**config.mk**
```make
export PLATFORM = sky130hd
export DESIGN_NAME = ram_fifo_ctrl
export DESIGN_NICKNAME = d
export VERILOG_FILES = /design/src/rtl/ram_fifo_ctrl.sv
export SDC_FILE = /design/constraint.sdc
export NUM_CORES = 1
export LEC_CHECK = 0
export CELL_PAD_IN_SITES_DETAIL_PLACEMENT = 1
export CELL_PAD_IN_SITES_GLOBAL_PLACEMENT = 2
export CORE_MARGIN = 2
export CORE_UTILIZATION = 33
export CTS_CLUSTER_DIAMETER = 50
export DETAILED_ROUTE_END_ITERATION = 16
export PLACE_DENSITY = 0.79
export REMOVE_ABC_BUFFERS = 1
export SETUP_SLACK_MARGIN = 0.4
export SLEW_MARGIN = 0
export SYNTH_ARGS = -nofsm -noshare
export SYNTH_HDL_FRONTEND = slang
export SYNTH_SLANG_ARGS = --single-unit
```
**constraint.sdc**
```tcl
create_clock -name Clock -period 3.9 [get_ports Clock]
set_input_delay 0.78 -clock Clock [delete_from_list [all_inputs] [get_ports Clock]]
set_output_delay 0.78 -clock Clock [all_outputs]
set_load 0.01 [all_outputs]
```
**src/rtl/ram_fifo_ctrl.sv**
```systemverilog
// FIFO sequencer for a 16x4 single-port RAM: arbitrates one push or pop at a
// time and registers every RAM pin, returning popped words one cycle later.
module ram_fifo_ctrl #(
  parameter int WIDTH  = 4,
  parameter int ADDR_W = 4,
  parameter int DEPTH  = 16
) (
  input  logic              Clock,
  input  logic              Reset_n,
  input  logic              In_Valid,
  input  logic [WIDTH-1:0]  In_Data,
  output logic              In_Ready,
  input  logic              Rd_Req,
  output logic              Rd_Ack,
  output logic [WIDTH-1:0]  Out_Data,
  output logic              Out_Valid,
  output logic              Full,
  output logic              Empty,
  output logic [ADDR_W:0]   Count,
  output logic [WIDTH-1:0]  Mem_Data,
  output logic              Mem_RD,
  output logic              Mem_WR,
  output logic [ADDR_W-1:0] Mem_Address,
  input  logic [WIDTH-1:0]  Mem_Output
);

  typedef enum logic [1:0] {ST_IDLE, ST_WRITE, ST_READ} state_t;

  state_t              r_state;
  logic [ADDR_W-1:0]   r_wr_ptr;
  logic [ADDR_W-1:0]   r_rd_ptr;
  logic [ADDR_W:0]     r_count;
  logic                r_full;
  logic                r_empty;
  logic                r_last_wr;
  logic [WIDTH-1:0]    r_mem_data;
  logic [ADDR_W-1:0]   r_mem_addr;
  logic                r_mem_wr;
  logic                r_mem_rd;
  logic [WIDTH-1:0]    r_out_data;
  logic                r_out_valid;

  logic                w_idle;
  logic                w_wr_ok;
  logic                w_rd_ok;
  logic                w_grant_wr;
  logic                w_grant_rd;
  logic [ADDR_W:0]     w_count_nxt;

  // On a tie the op not taken last time wins, so neither side can starve.
  assign w_idle     = (r_state == ST_IDLE);
  assign w_wr_ok    = In_Valid & ~r_full;
  assign w_rd_ok    = Rd_Req & ~r_empty;
  assign w_grant_wr = w_idle & w_wr_ok & ~(w_rd_ok & r_last_wr);
  assign w_grant_rd = w_idle & w_rd_ok & ~(w_wr_ok & ~r_last_wr);

  assign In_Ready = Reset_n & w_idle & ~r_full & ~(w_rd_ok & r_last_wr);
  assign Rd_Ack   = Reset_n & w_idle & w_rd_ok & ~(w_wr_ok & ~r_last_wr);

  always_comb begin
    w_count_nxt = r_count;
    if (w_grant_wr)
      w_count_nxt = r_count + (ADDR_W+1)'(1);
    else if (w_grant_rd)
      w_count_nxt = r_count - (ADDR_W+1)'(1);
  end

  always_ff @(posedge Clock or negedge Reset_n) begin
    if (!Reset_n) begin
      r_state     <= ST_IDLE;
      r_wr_ptr    <= '0;
      r_rd_ptr    <= '0;
      r_count     <= '0;
      r_full      <= 1'b0;
      r_empty     <= 1'b1;
      r_last_wr   <= 1'b0;
      r_mem_data  <= '0;
      r_mem_addr  <= '0;
      r_mem_wr    <= 1'b0;
      r_mem_rd    <= 1'b0;
      r_out_data  <= '0;
      r_out_valid <= 1'b0;
    end else begin
      r_out_valid <= 1'b0;
      r_count     <= w_count_nxt;
      r_full      <= (w_count_nxt == (ADDR_W+1)'(DEPTH));
      r_empty     <= (w_count_nxt == '0);
      case (r_state)
        ST_IDLE: begin
          if (w_grant_wr) begin
            r_mem_addr <= r_wr_ptr;
            r_mem_data <= In_Data;
            r_mem_wr   <= 1'b1;
            r_wr_ptr   <= r_wr_ptr + 1'b1;
            r_last_wr  <= 1'b1;
            r_state    <= ST_WRITE;
          end else if (w_grant_rd) begin
            r_mem_addr <= r_rd_ptr;
            r_mem_rd   <= 1'b1;
            r_rd_ptr   <= r_rd_ptr + 1'b1;
            r_last_wr  <= 1'b0;
            r_state    <= ST_READ;
          end
        end
        ST_WRITE: begin
          r_mem_wr <= 1'b0;
          r_state  <= ST_IDLE;
        end
        ST_READ: begin
          // RAM output is combinational while RD is high; capture it here.
          r_out_data  <= Mem_Output;
          r_out_valid <= 1'b1;
          r_mem_rd    <= 1'b0;
          r_state     <= ST_IDLE;
        end
        default: r_state <= ST_IDLE;
      endcase
    end
  end

  assign Full        = r_full;
  assign Empty       = r_empty;
  assign Count       = r_count;
  assign Mem_Data    = r_mem_data;
  assign Mem_RD      = r_mem_rd;
  assign Mem_WR      = r_mem_wr;
  assign Mem_Address = r_mem_addr;
  assign Out_Data    = r_out_data;
  assign Out_Valid   = r_out_valid;

endmodule

```
==> flow_metrics.tcl <==
set metrics [dict create \
    drive_gt1_frac 0.0983 \
    setup_tns_ps 0 \
    fin_nets 189 \
    max_slew_margin 0.693 \
    wirelength_microns 3370 \
    area_delta_synth_final_pct 33.4 \
    critical_path_arrival_ps 2500 \
    portBuffers 35 \
    io_pins 36 \
    maxCapViolations 0 \
    synth_seq_cells 33 \
    slowest_delay_ps 530 \
    insertion_delay_ps 270 \
    dieArea_sq_mm 0.00500 \
    wl_met2_microns 1660 \
    setup_viol 0 \
    path_class "input pin to primary output" \
    netlist_instances 133 \
    clock-sinks 33 \
    top_layer_used "met4" \
    min_from "r_wr_ptr[3]" \
    overflow 0 \
    worst_setup_path_start_kind "input pin" \
    via_per_inst 4.96 \
    clock.fmax_ghz 0.305 \
    synth.distinct_cells 34 \
    worstPathCellList "clkdlybuf4s50_1 > or4b_4 > or2_2 > nor2_1 > dlygate4sd2_1" \
    cp.buffers_inverters 2 \
    cts_buffer_depth 2 \
    worst_slew_pin_slew_ps 460 \
    place_congestion 0.730 \
    worstPathRequired_ps 3120 \
    synth_seq_area_share 0.563 \
    synthesis.area_sq_mm 0.00147 \
    fill_cells 485 \
    clock-root-buffer "clkbuf_8" \
    track_usage 0.148 \
    initial_core_util 0.340 \
    syn_area_per_cell_sq_um 11.0 \
    postCtsHoldBufs 0 \
    path_max_fanout 5 \
    maxSlewViolCount 0 \
    power_uw 1710 \
    n_antenna_cell 0 \
    vias 1116 \
    r2r_start "Empty" \
    routedLengthMet1_microns 1530 \
    endpoint_kind "primary output" \
    drc_errors 0 \
    leakage_uw 0.000871 \
    crit_family "simple AND/OR/NAND/NOR gates" \
    cts.clk_slew.worst_paths_ps 60 \
    clock-skew-final_ps 4.46 \
    dp_hpwl_microns 2500 \
    wire_per_inst_microns 15.0 \
    cp_slowest_cell "clkdlybuf4s50_1" \
    ir_worst_vdd_v 0.000294 \
    power.density_mw_per_mm2 872 \
    hold_viol 0 \
    timing.final.crit_share 0.841 \
    die_h_microns 70.7 \
    first_pass_iters 4 \
    grt_pass1_wl_microns 5920 \
    ant_nets 0 \
    status "completed" \
    utilization 0.453 \
    startpoint "Rd_Req" \
    yosysWarnings 0 \
    antenna_found_initial 0 \
    cts_made_buffers 5 \
    fp-row-count 24 \
    htree_levels 2 \
    die_w_microns 70.7 \
    grt_max_degree 34 \
    drt_iter0_drc 32 \
    route.met3.wl_microns 149 \
    finalCriticalPeriod_ps 3280 \
    fp.coreArea_sq_mm 0.00432 \
    first_global_vias 1223 \
    cts_setup_buffers 0 \
    hold_class "flip-flop to flip-flop" \
    cts_tree "yes" \
    rsz0062_at_grt "false" \
]
## per-stage QoR
stage	instances	cell area [sq um]	setup WS [ps]	hold WS (ps)
final	225	1960	621	473
after global placement	218	1870	360	460
after detailed placement	218	1870	349	467
after global routing	225	1960	570	497
after CTS	225	1960	618	480
after floorplan	130	1450	1390	445
## per-layer routing
layer  vias to the layer above  GRT usage
met5                         -          0
met4                         0     0.0440
met3                         4     0.0370
met2                        22      0.251
met1                       562      0.187
li1                        528          -
## path summary, 6_finish.rpt
path	end	slack [ps]	cells after the start
setup / recovery	Rd_Ack	620	5
hold / removal	r_wr_ptr[3]	470	1
setup reg to reg	Empty	1450	6
hold reg to reg	r_wr_ptr[3]	470	1
max in group asynchronous	Empty	2610	2
min in group asynchronous	Mem_Address[2]	950	2
## area by class of cell
type | instances | area [sq um] | area share
multi-input cells | 88 | 591 | 0.301
flip-flops and latches | 33 | 827 | 0.422
clock buffers | 7 | 86.3 | 0.0441
inverters | 9 | 33.8 | 0.0172
repair buffers | 36 | 357 | 0.182
well taps | 52 | 65.1 | 0.0332
## state kept, by name, summed over array words and instances (netlist names), 2 cells and up
register and flops:
Mem_Data 4, Mem_Address 4, Out_Data 4, r_wr_ptr 4, r_rd_ptr 4, Count 5, r_state 2
## cell usage in the layout (no fill, tap or decap), drive strengths merged, types with 2 or more instances in the layout
cell,netlist,layout
clkdlybuf4s50,0,34
inv,9,9
nand2b,3,3
nor2,5,5
or4b,2,2
a21oi,2,2
dfrtp,32,32
ha,4,4
xnor2,8,8
clkbuf,0,7
mux2i,4,4
o21ai,7,7
nand4,3,3
nor3b,3,3
nor4b,2,2
mux2,5,5
nor3,5,5
and3b,2,2
nand2,23,23
## power by group
part	internal [uW]	total (uW)	switching (uW)
logic	422	794	372
clock network	140	252	113
registers	516	663	147
total	1080	1710	632
## cells in the mapped netlist
cell | number | share of area
a21oi_1 | 2 | 0.0068
nand2_1 | 23 | 0.059
nand2b_1 | 3 | 0.013
buf_2 | 2 | 0.0068
or3_1 | 1 | 0.0043
or4b_4 | 1 | 0.0094
a211o_1 | 1 | 0.0060
nand3_1 | 1 | 0.0034
inv_2 | 1 | 0.0026
nand4_1 | 3 | 0.013
a2bb2oi_1 | 1 | 0.0060
nor2_1 | 5 | 0.013
inv_1 | 8 | 0.020
dfrtp_1 | 32 | 0.55
nor4b_1 | 2 | 0.012
buf_4 | 1 | 0.0051
dfstp_2 | 1 | 0.018
nor3b_1 | 3 | 0.015
and3b_1 | 2 | 0.012
o21ai_1 | 2 | 0.0068
or2_2 | 1 | 0.0043
or4b_1 | 1 | 0.0068
nand3b_1 | 1 | 0.0051
or4_1 | 1 | 0.0051
o32ai_1 | 1 | 0.0060
nor3_2 | 1 | 0.0068
xnor2_1 | 8 | 0.048
o21ai_0 | 5 | 0.017
mux2i_1 | 4 | 0.027
mux2_2 | 5 | 0.038
xor2_1 | 1 | 0.0060
nor3_1 | 4 | 0.014
ha_1 | 4 | 0.034
a22oi_1 | 1 | 0.0051
## what timing repair did
item	4_1_cts	5_1_grt
endpoints found under the setup margin	1	0
endpoints found under the hold margin	0	0
gates resized for setup	1	0
## kinds of logic (layout without fill, tap and decap cells)
group           Yosys count  count (layout)  share of synthesized area
xor+xnor                  9               9                     0.0537
mux                       9               9                     0.0656
fa+ha+maj                 4               4                     0.0341
compound gates           13              13                     0.0537
flops                    33              33                      0.563
buf+inv                  12              52                     0.0349
simple gates             53              53                      0.195
## worst register-to-register path, stage by stage (launching register included)
cell and delay, ps:
dfstp_2 570, and3b_1 240, or4_1 720, inv_2 320
a21oi_1 130, xnor2_1 170, nor3_1 210
Power figures use the tool's default switching activity.
